**src/rtl/melody_pkg.sv**
```systemverilog
// Shared constants, state encoding and helpers for the melody sequencer.
// Score entry layout is {tone[8:4], dur[3:0]}; a zero duration ends the song.
package melody_pkg;

    localparam int TONE_W  = 5;
    localparam int DUR_W   = 4;
    localparam int ENTRY_W = 9;

    localparam logic [TONE_W-1:0] TONE_REST = 5'd0;
    localparam logic [TONE_W-1:0] TONE_MAX  = 5'd21;
    localparam logic [DUR_W-1:0]  DUR_END   = 4'd0;

    typedef enum logic [2:0] {
        IDLE,
        FETCH,
        LOAD,
        PLAY,
        GAP
    } state_t;

    // Codes outside 1..TONE_MAX are played as silence.
    function automatic logic is_audible(input logic [TONE_W-1:0] code);
        return (code != TONE_REST) && (code <= TONE_MAX);
    endfunction

endpackage

```
**src/rtl/melody_sequencer_if.sv**
```systemverilog
// Bundle between control logic / score ROM / Beeper and the sequencer.
// slave: sequencer side (drives rom_addr, tone, tone_en, busy, done).
// master: environment side (drives start, stop, loop_en, rom_data).
interface melody_sequencer_if #(
    parameter int ADDR_W = 8
);
    import melody_pkg::*;

    logic                start;
    logic                stop;
    logic                loop_en;
    logic [ADDR_W-1:0]   rom_addr;
    logic [ENTRY_W-1:0]  rom_data;
    logic [TONE_W-1:0]   tone;
    logic                tone_en;
    logic                busy;
    logic                done;

    modport master (
        output start, stop, loop_en, rom_data,
        input  rom_addr, tone, tone_en, busy, done
    );

    modport slave (
        input  start, stop, loop_en, rom_data,
        output rom_addr, tone, tone_en, busy, done
    );

endinterface

```
**src/rtl/melody_sequencer_tick_prescaler.sv**
```systemverilog
// Divide-by-TICK_DIV strobe generator with synchronous clear and enable.
// Ports: clk_in, rst_in, clr (restart count), en (count), tick (1-cycle strobe).
module tick_prescaler #(
    parameter int TICK_DIV = 750000
) (
    input  logic clk_in,
    input  logic rst_in,
    input  logic clr,
    input  logic en,
    output logic tick
);

    localparam int CNT_W = $clog2(TICK_DIV);
    localparam logic [CNT_W-1:0] LAST = CNT_W'(TICK_DIV - 1);

    logic [CNT_W-1:0] cnt;

    always_ff @(posedge clk_in) begin
        if (rst_in || clr) begin
            cnt <= '0;
        end else if (en) begin
            if (cnt == LAST) begin
                cnt <= '0;
            end else begin
                cnt <= cnt + CNT_W'(1);
            end
        end
    end

    // Strobe on the last clock of each TICK_DIV period.
    assign tick = en && !clr && (cnt == LAST);

endmodule

```
**src/rtl/melody_sequencer.sv**
```systemverilog
// Plays a score from an external synchronous ROM onto the Beeper tone inputs.
// Ports: clk_in, rst_in (sync, active-high), bus (start/stop/loop_en, ROM, tone out, busy/done).
module melody_sequencer
    import melody_pkg::*;
#(
    parameter int CLK_HZ     = 12000000,
    parameter int TICK_DIV   = 750000,
    parameter int GAP_CYCLES = 120000,
    parameter int ADDR_W     = 8
) (
    input  logic               clk_in,
    input  logic               rst_in,
    melody_sequencer_if.slave  bus
);

    if (TICK_DIV < 2 || GAP_CYCLES < 1 || CLK_HZ < TICK_DIV) begin : g_bad_params
        $error("melody_sequencer: illegal TICK_DIV/GAP_CYCLES/CLK_HZ");
    end

    localparam int GAP_W = $clog2(GAP_CYCLES + 1);
    localparam logic [GAP_W-1:0] GAP_LAST = GAP_W'(GAP_CYCLES - 1);

    state_t              state;
    logic [DUR_W-1:0]    cur_dur;
    logic [DUR_W-1:0]    tick_cnt;
    logic [GAP_W-1:0]    gap_cnt;
    logic [ADDR_W-1:0]   rom_addr;
    logic [TONE_W-1:0]   tone;
    logic                tone_en;
    logic                busy;
    logic                done;
    logic                tick;

    logic [TONE_W-1:0]   rd_tone;
    logic [DUR_W-1:0]    rd_dur;

    assign rd_tone = bus.rom_data[ENTRY_W-1:DUR_W];
    assign rd_dur  = bus.rom_data[DUR_W-1:0];

    // Prescaler restarts in LOAD so a note starts on a clean tick boundary.
    tick_prescaler #(
        .TICK_DIV (TICK_DIV)
    ) u_prescaler (
        .clk_in (clk_in),
        .rst_in (rst_in),
        .clr    (state == LOAD),
        .en     (state == PLAY),
        .tick   (tick)
    );

    always_ff @(posedge clk_in) begin
        if (rst_in) begin
            state    <= IDLE;
            cur_dur  <= '0;
            tick_cnt <= '0;
            gap_cnt  <= '0;
            rom_addr <= '0;
            tone     <= TONE_REST;
            tone_en  <= 1'b0;
            busy     <= 1'b0;
            done     <= 1'b0;
        end else begin
            done <= 1'b0;
            if (state != IDLE && bus.stop) begin
                // Abort: silence immediately, no done pulse.
                state    <= IDLE;
                rom_addr <= '0;
                tone     <= TONE_REST;
                tone_en  <= 1'b0;
                busy     <= 1'b0;
            end else begin
                unique case (state)
                    IDLE: begin
                        tone_en <= 1'b0;
                        if (bus.start && !bus.stop) begin
                            rom_addr <= '0;
                            busy     <= 1'b1;
                            state    <= FETCH;
                        end
                    end
                    FETCH: begin
                        state <= LOAD;
                    end
                    LOAD: begin
                        if (rd_dur == DUR_END) begin
                            rom_addr <= '0;
                            if (bus.loop_en) begin
                                state <= FETCH;
                            end else begin
                                done  <= 1'b1;
                                busy  <= 1'b0;
                                tone  <= TONE_REST;
                                state <= IDLE;
                            end
                        end else begin
                            cur_dur  <= rd_dur;
                            tick_cnt <= '0;
                            state    <= PLAY;
                            if (is_audible(rd_tone)) begin
                                tone    <= rd_tone;
                                tone_en <= 1'b1;
                            end else begin
                                tone    <= TONE_REST;
                                tone_en <= 1'b0;
                            end
                        end
                    end
                    PLAY: begin
                        if (tick) begin
                            if (tick_cnt == cur_dur - DUR_W'(1)) begin
                                tone_en <= 1'b0;
                                gap_cnt <= '0;
                                state   <= GAP;
                            end else begin
                                tick_cnt <= tick_cnt + DUR_W'(1);
                            end
                        end
                    end
                    GAP: begin
                        if (gap_cnt == GAP_LAST) begin
                            rom_addr <= rom_addr + ADDR_W'(1);
                            state    <= FETCH;
                        end else begin
                            gap_cnt <= gap_cnt + GAP_W'(1);
                        end
                    end
                    default: begin
                        state <= IDLE;
                    end
                endcase
            end
        end
    end

    assign bus.rom_addr = rom_addr;
    assign bus.tone     = tone;
    assign bus.tone_en  = tone_en;
    assign bus.busy     = busy;
    assign bus.done     = done;

endmodule
```
**src/flat_wrapper.sv**
```systemverilog
// flat-port wrapper written by rule: the top's interface ports become plain ports
module melody_sequencer_flat import melody_pkg::*;
#(
    parameter int CLK_HZ     = 12000000,
    parameter int TICK_DIV   = 750000,
    parameter int GAP_CYCLES = 120000,
    parameter int ADDR_W     = 8
)
  (clk_in, rst_in, bus_start, bus_stop, bus_loop_en, bus_rom_data, bus_rom_addr, bus_tone, bus_tone_en, bus_busy, bus_done);
  melody_sequencer_if #(.ADDR_W(ADDR_W)) bus_i ();
  input  logic clk_in;
  input  logic rst_in;
  input wire logic [$bits(bus_i.start)-1:0] bus_start;
  input wire logic [$bits(bus_i.stop)-1:0] bus_stop;
  input wire logic [$bits(bus_i.loop_en)-1:0] bus_loop_en;
  input wire logic [$bits(bus_i.rom_data)-1:0] bus_rom_data;
  output wire logic [$bits(bus_i.rom_addr)-1:0] bus_rom_addr;
  output wire logic [$bits(bus_i.tone)-1:0] bus_tone;
  output wire logic [$bits(bus_i.tone_en)-1:0] bus_tone_en;
  output wire logic [$bits(bus_i.busy)-1:0] bus_busy;
  output wire logic [$bits(bus_i.done)-1:0] bus_done;
  assign bus_i.start = bus_start;
  assign bus_i.stop = bus_stop;
  assign bus_i.loop_en = bus_loop_en;
  assign bus_i.rom_data = bus_rom_data;
  assign bus_rom_addr = bus_i.rom_addr;
  assign bus_tone = bus_i.tone;
  assign bus_tone_en = bus_i.tone_en;
  assign bus_busy = bus_i.busy;
  assign bus_done = bus_i.done;
  melody_sequencer #(.CLK_HZ(CLK_HZ), .TICK_DIV(TICK_DIV), .GAP_CYCLES(GAP_CYCLES), .ADDR_W(ADDR_W)) u_core (.clk_in(clk_in), .rst_in(rst_in), .bus(bus_i));
endmodule
```
**config.mk**
```make
export PLATFORM = sky130hd
export DESIGN_NAME = melody_sequencer_flat
export DESIGN_NICKNAME = d
export VERILOG_FILES = /design/src/rtl/melody_pkg.sv /design/src/rtl/melody_sequencer_if.sv /design/src/rtl/melody_sequencer_tick_prescaler.sv /design/src/rtl/melody_sequencer.sv /design/src/flat_wrapper.sv
export SDC_FILE = /design/constraint.sdc
export NUM_CORES = 1
export LEC_CHECK = 0
export ABC_AREA = 1
export CAP_MARGIN = 30
export CORE_AREA = 2 2 118 120
export CTS_CLUSTER_DIAMETER = 50
export DETAILED_ROUTE_END_ITERATION = 8
export DIE_AREA = 0 0 120 122
export PLACE_DENSITY = 0.43
export SYNTH_ARGS = -nofsm -noshare
export SYNTH_HDL_FRONTEND = slang
export SYNTH_HIERARCHICAL = 1
export SYNTH_SLANG_ARGS = --single-unit
```
**constraint.sdc**
```tcl
create_clock -name clk_in -period 3.8 [get_ports clk_in]
set_input_delay 0.76 -clock clk_in [delete_from_list [all_inputs] [get_ports clk_in]]
set_output_delay 0.76 -clock clk_in [all_outputs]
set_load 0.01 [all_outputs]
```
Yosys cells after proc, flatten, opt, wreduce, memory -nomap -nowiden --
Index checks and enable logic that the tools add are counted.
Word-level totals: flip-flop bits (word level) 64, input port bits 14, output and inout port bits 16
Cells by class: $add $sub $neg 5, $lt $le $gt $ge 1, equal/unequal tests 17, mux-type cells 33, bitwise gates (word level) 3, reductions and logical operators 27
Operator list (number):
- 17-bit two-way mux | 3
- 17-bit one-hot mux with 2 select lines | 1
- 8-bit two-way mux | 3
- 8-bit one-hot mux with 3 select lines | 1
- 20-bit by 1-bit adder with 20-bit output, second input constant | 1
- 20-bit == test, second input constant | 1
- 20-bit two-way mux | 1
- 17-bit by 1-bit adder with 17-bit output, second input constant | 1
- 17-bit == test, second input constant | 1
- 4-bit AND reduction | 4
- 5-bit two-way mux | 3
- 3-bit one-hot mux with 5 select lines | 1
- 3-bit two-way mux | 4
- 4-bit two-way mux | 3
- 2-bit by 1-bit inequality test with 1-bit output, second input constant | 5
- 2-bit inequality test, second input constant | 5
- 5-bit AND reduction | 2
- 1-bit two-way mux | 9
- 3-bit nonzero test | 3
- 8-bit by 1-bit adder with 8-bit output, second input constant | 1
- 4-bit one-hot mux with 2 select lines | 1
- 3-bit by 2-bit == test with 1-bit output, second input constant | 2
- 2-bit nonzero test | 3
- 5-bit <= comparator, second input constant | 1
- 19 further kinds | 26

Depth between registers and ports, before layout --
word-level depth 6, depth in mapped cells 19, mapped depth without buffers 18

Hierarchy --
The synthesis kept the hierarchy.
By module, submodules not included:
- melody_sequencer | times used 1, cells an instance 423, area each 2738.9 µm², sequential area each 880.8 µm²
- tick_prescaler | times used 1, cells an instance 188, area each 1177.4 µm², sequential area each 400.4 µm²

Worst setup path before layout --
OpenSTA, ideal clock, no wires.
path kind register to register, start point register u_core.state[0], end point register u_core.gap_cnt[10], arrival 1.989 ns, slack 1.697 ns, cell stages (with the launch flop) 18, period minus slack after synthesis 2.103 ns, path through dfxtp_1 > nand3_2 > inv_1 > buf_6 > inv_2 > nor2_1 > nand3_1 > nor2_1 > nand3_1 > nor2_1 > nor2_1 > inv_2 > nand2_1 > inv_2 > nand3_4 > buf_6 > o21ai_1 > nor2_1
Between the ends: longest elaborated chain between the ends 6
Ends and longest elaborated chain:
- from (decl) | line melody_sequencer.sv:23 | state_t state;
- from (signal assigned) | line melody_sequencer.sv:53 | state <= IDLE;
- from (signal assigned) | line melody_sequencer.sv:66 | state <= IDLE;
- from (signal assigned) | line melody_sequencer.sv:78 | state <= FETCH;
- 3-bit by 2-bit == test with 1-bit output | line melody_sequencer.sv:46 | .clr (state == LOAD),
- 1-bit zero test | line melody_sequencer_tick_prescaler.sv:31 | assign tick = en && !clr && (cnt == LAST);
- 1-bit logical AND (*) (2 in series) | line melody_sequencer_tick_prescaler.sv:31
- net u_core.tick | line melody_sequencer.sv:32 | logic tick;
- 2-bit by 1-bit inequality test with 1-bit output (no line) (*)
- 5-bit AND reduction (no line) (*)
- to (signal assigned) | line melody_sequencer.sv:124 | gap_cnt <= gap_cnt + GAP_W'(1);
- to (decl) | line melody_sequencer.sv:26 | logic [GAP_W-1:0] gap_cnt;
Mark *: on every way through the listed nets, which the timed path passes. The rest lies on a longest branch. A chain may end at the register's enable or synchronous reset.

Worst setup path in the final report --
start point register u_core.state[0], end point register u_core.rom_addr[6], in the netlist u_core/bus.rom_addr[6]
Between the ends: longest elaborated chain between the ends 3
Ends and longest elaborated chain:
- 3-bit == test (tied with other cells) | line melody_sequencer.sv:72 | unique case (state)
- 2-bit by 1-bit inequality test with 1-bit output (no line) (tied with other cells)
- 4-bit AND reduction (no line) / 2-bit OR reduction (equally long branches)
- to (signal assigned) | line melody_sequencer.sv:121 | rom_addr <= rom_addr + ADDR_W'(1);
- to (decl) | line melody_sequencer.sv:27 | logic [ADDR_W-1:0] rom_addr;
Several ways; a longest one is shown, not always the timed one.

==> impl_metrics.json <==
{
  "status": "completed",
  "drv_slew": 0,
  "cts_setup_buffers": 0,
  "clk_pin_slew_worst_paths_ns": 0.06,
  "start_util": 0.290,
  "powerDensity_nw_per_um2": 395,
  "cp_slowest_stage_delay_ns": 0.58,
  "htree_num_levels": 3,
  "max_freq_ghz": 0.369,
  "ys_ff_latch": 64,
  "cts_inserted_buffers": 9,
  "path_buf_inv": 1,
  "ctsHoldBuffers": 0,
  "rsz0062_at_grt": "false",
  "fin_crit_sh": 0.713,
  "totalWireLength_um": 10300,
  "hold_viol_final": 0,
  "min_path_type": "register to register",
  "grt_pass1_vias": 3597,
  "area.sequential_um2": 1280,
  "die_h_um": 122,
  "portBuffers": 29,
  "path_common_cell": "nand2_1",
  "seq_area_frac_synth": 0.327,
  "cts_tree": "built",
  "root_buffer": "clkbuf_16",
  "syn_area_um2": 3920,
  "multi_input_area_um2": 2270,
  "power_leakage_nw": 1.61,
  "synthCells": 611,
  "post-dp-hpwl_um": 7570,
  "worstSkewPairLatency_ns": 0.34,
  "drc_errors": 0,
  "synth-edff-count": 0,
  "grt_use_met3": 0.0314,
  "top_usage_layer": "met2",
  "fillers": 1481,
  "required_ns": 4.00,
  "wl_per_cell_um": 12.5,
  "worst_setup_path_start_kind": "register",
  "cp-end-kind": "register",
  "die_area_um2": 14600,
  "vias": 3850,
  "grt_pass1_wl_um": 17500,
  "finalCriticalPeriod_ns": 2.71,
  "synth_fp_nets": 630,
  "critPathMaxFanout": 22,
  "vdd_drop_max_v": 0.000185,
  "crit_chain": "nor2_1 > nand2_1 > clkinv_1 > a21oi_2 > nand2_1 > nand2_1 > a21oi_1",
  "finalSetupTns_ns": 0,
  "arrival_ns": 2.91,
  "row_count": 43,
  "async_reset_ff_frac": 0,
  "io_pins": 30,
  "postCtsResizedCells": 0,
  "cts.sinks": 64,
  "cpLargestDelayFamily": "simple AND/OR/NAND/NOR gates",
  "track_usage": 0.150,
  "skew_ns": 0.00536,
  "tightest_slew_ns": 0.787,
  "grt_util_met2": 0.240,
  "gp_congestion": 0.838,
  "setup_viol": 0,
  "fp.dieW_um": 120,
  "drtIter0Drc": 167,
  "syn_area_per_cell_um2": 6.41,
  "overflow": 0,
  "yosys_warnings": 6,
  "syn_to_final_growth_pct": 18.1,
  "cap_viol_max_count": 0,
  "slowest_stage": "nand2_1",
  "path_class": "register to register",
  "met1_usage": 0.194,
  "num_antenna_cells": 0,
  "power_mw": 1.83,
  "firstDrtPassIters": 4,
  "core_um2": 13500,
  "antenna_found_initial": 0,
  "slew_headroom": 0.474,
  "drive_gt1_frac": 0.104,
  "via_per_inst": 4.68,
  "drtAntennaViolNets": 0,
  "synth_cell_type_count": 36,
  "clockBufferDepth": 2,
  "grt_max_degree": 23,
  "ys.flop_type": "dfxtp_1",
  "nNetsFinal": 658
}
[power by group]
group | switching (mW) | total [mW] | internal, mW
Combinational | 0.237 | 0.337 | 0.0995
Clock | 0.308 | 0.777 | 0.468
Sequential | 0.0187 | 0.714 | 0.695
[state kept, by name (all words and copies together) (netlist names), 3 cells and up]
name / count
u_core/state: 3
u_core/cur_dur: 4
u_core/bus.rom_addr: 8
u_core/tick_cnt: 4
u_core/gap_cnt: 17
u_core/u_prescaler/cnt: 20
u_core/bus.tone: 5
[routing by layer]
layer / vias up / share of wire / wire length (µm)
li1: 2011 / - / -
met1: 1769 / 0.51 / 5190
met2: 51 / 0.44 / 4490
met3: 19 / 0.033 / 338
met4: 0 / 0.024 / 249
met5: - / 0 / 0
[synth_stat cells (5+ instances only)]
cell,n,area (µm²)
a21oi_1,32,160
a21oi_2,8,70.1
buf_6,5,56.3
clkbuf_1,6,22.5
dfxtp_1,64,1280
ha_1,5,62.6
inv_1,59,221
inv_2,8,30.0
nand2_1,167,627
nand2_2,12,75.1
nand3_1,44,220
nand4_1,23,144
nor2_1,99,372
nor2_2,9,56.3
nor3_1,9,45.0
o21ai_0,13,65.1
xnor2_1,5,43.8
xor2_1,13,114
[through the flow]
stage	area, µm²	cells	util	hold WS (ns)	setup slack [ns]
floorplan	3920	611	-	0.454	1.70
global placement	4350	808	0.322	0.456	1.05
detailed placement	4350	808	0.322	0.458	1.03
CTS	4620	823	0.342	0.467	1.01
global route	4620	823	0.342	0.487	0.735
finish	4620	823	0.342	0.462	1.09
[cells in the final DEF (no fill, tap or decap), types with 8 or more instances in the layout]
master           synthesis  layout
dfxtp_1                 64      64
nor2_2                   9       9
a21oi_1                 32      32
xor2_1                  13      13
clkdlybuf4s50_1          0      29
a21oi_2                  8       8
nand2_1                167     167
clkbuf_16                0       9
inv_2                    8       8
nand3_1                 44      44
nand4_1                 23      23
o21ai_0                 13      13
nor2_1                  99      99
inv_1                   59      59
nor3_1                   9       9
nand2_2                 12      12
[area by class of cell]
class	instances	area share
Clock buffer	11	0.0547
Clock inverter	4	0.00433
Inverter	71	0.0579
Multi-Input combinational cell	462	0.491
Sequential cell	64	0.277
Tap cell	180	0.0487
Timing Repair Buffer	31	0.0660
[final timing paths]
path	from	end	slack [ns]	depth (start not counted)
min reg2reg	u_core/bus.tone[3]	u_core/bus.tone[3]	0.46	2
min	u_core/bus.tone[3]	u_core/bus.tone[3]	0.46	2
max reg2reg	u_core/state[0]	u_core/bus.rom_addr[6]	1.09	7
max	u_core/state[0]	u_core/bus.rom_addr[6]	1.09	7
[worst min-delay path: stages, from the launching register on]
cell and delay (ns):
dfxtp_1 0.30, nand2_1 0.06, a21oi_1 0.05
[logic make-up after synthesis]
| logic type | after synthesis | synth area share |
|---|---|---|
| xor gates and xnor gates | 18 | 0.0403 |
| muxes | 1 | 0.00256 |
| AOI/OAI and AO/OA | 60 | 0.0888 |
| and+or+nand+nor | 378 | 0.432 |
| adders and majority gates | 5 | 0.0160 |
| DFF | 64 | 0.327 |
| buffers and inverters | 85 | 0.0930 |
(Power assumes the default switching activity.)
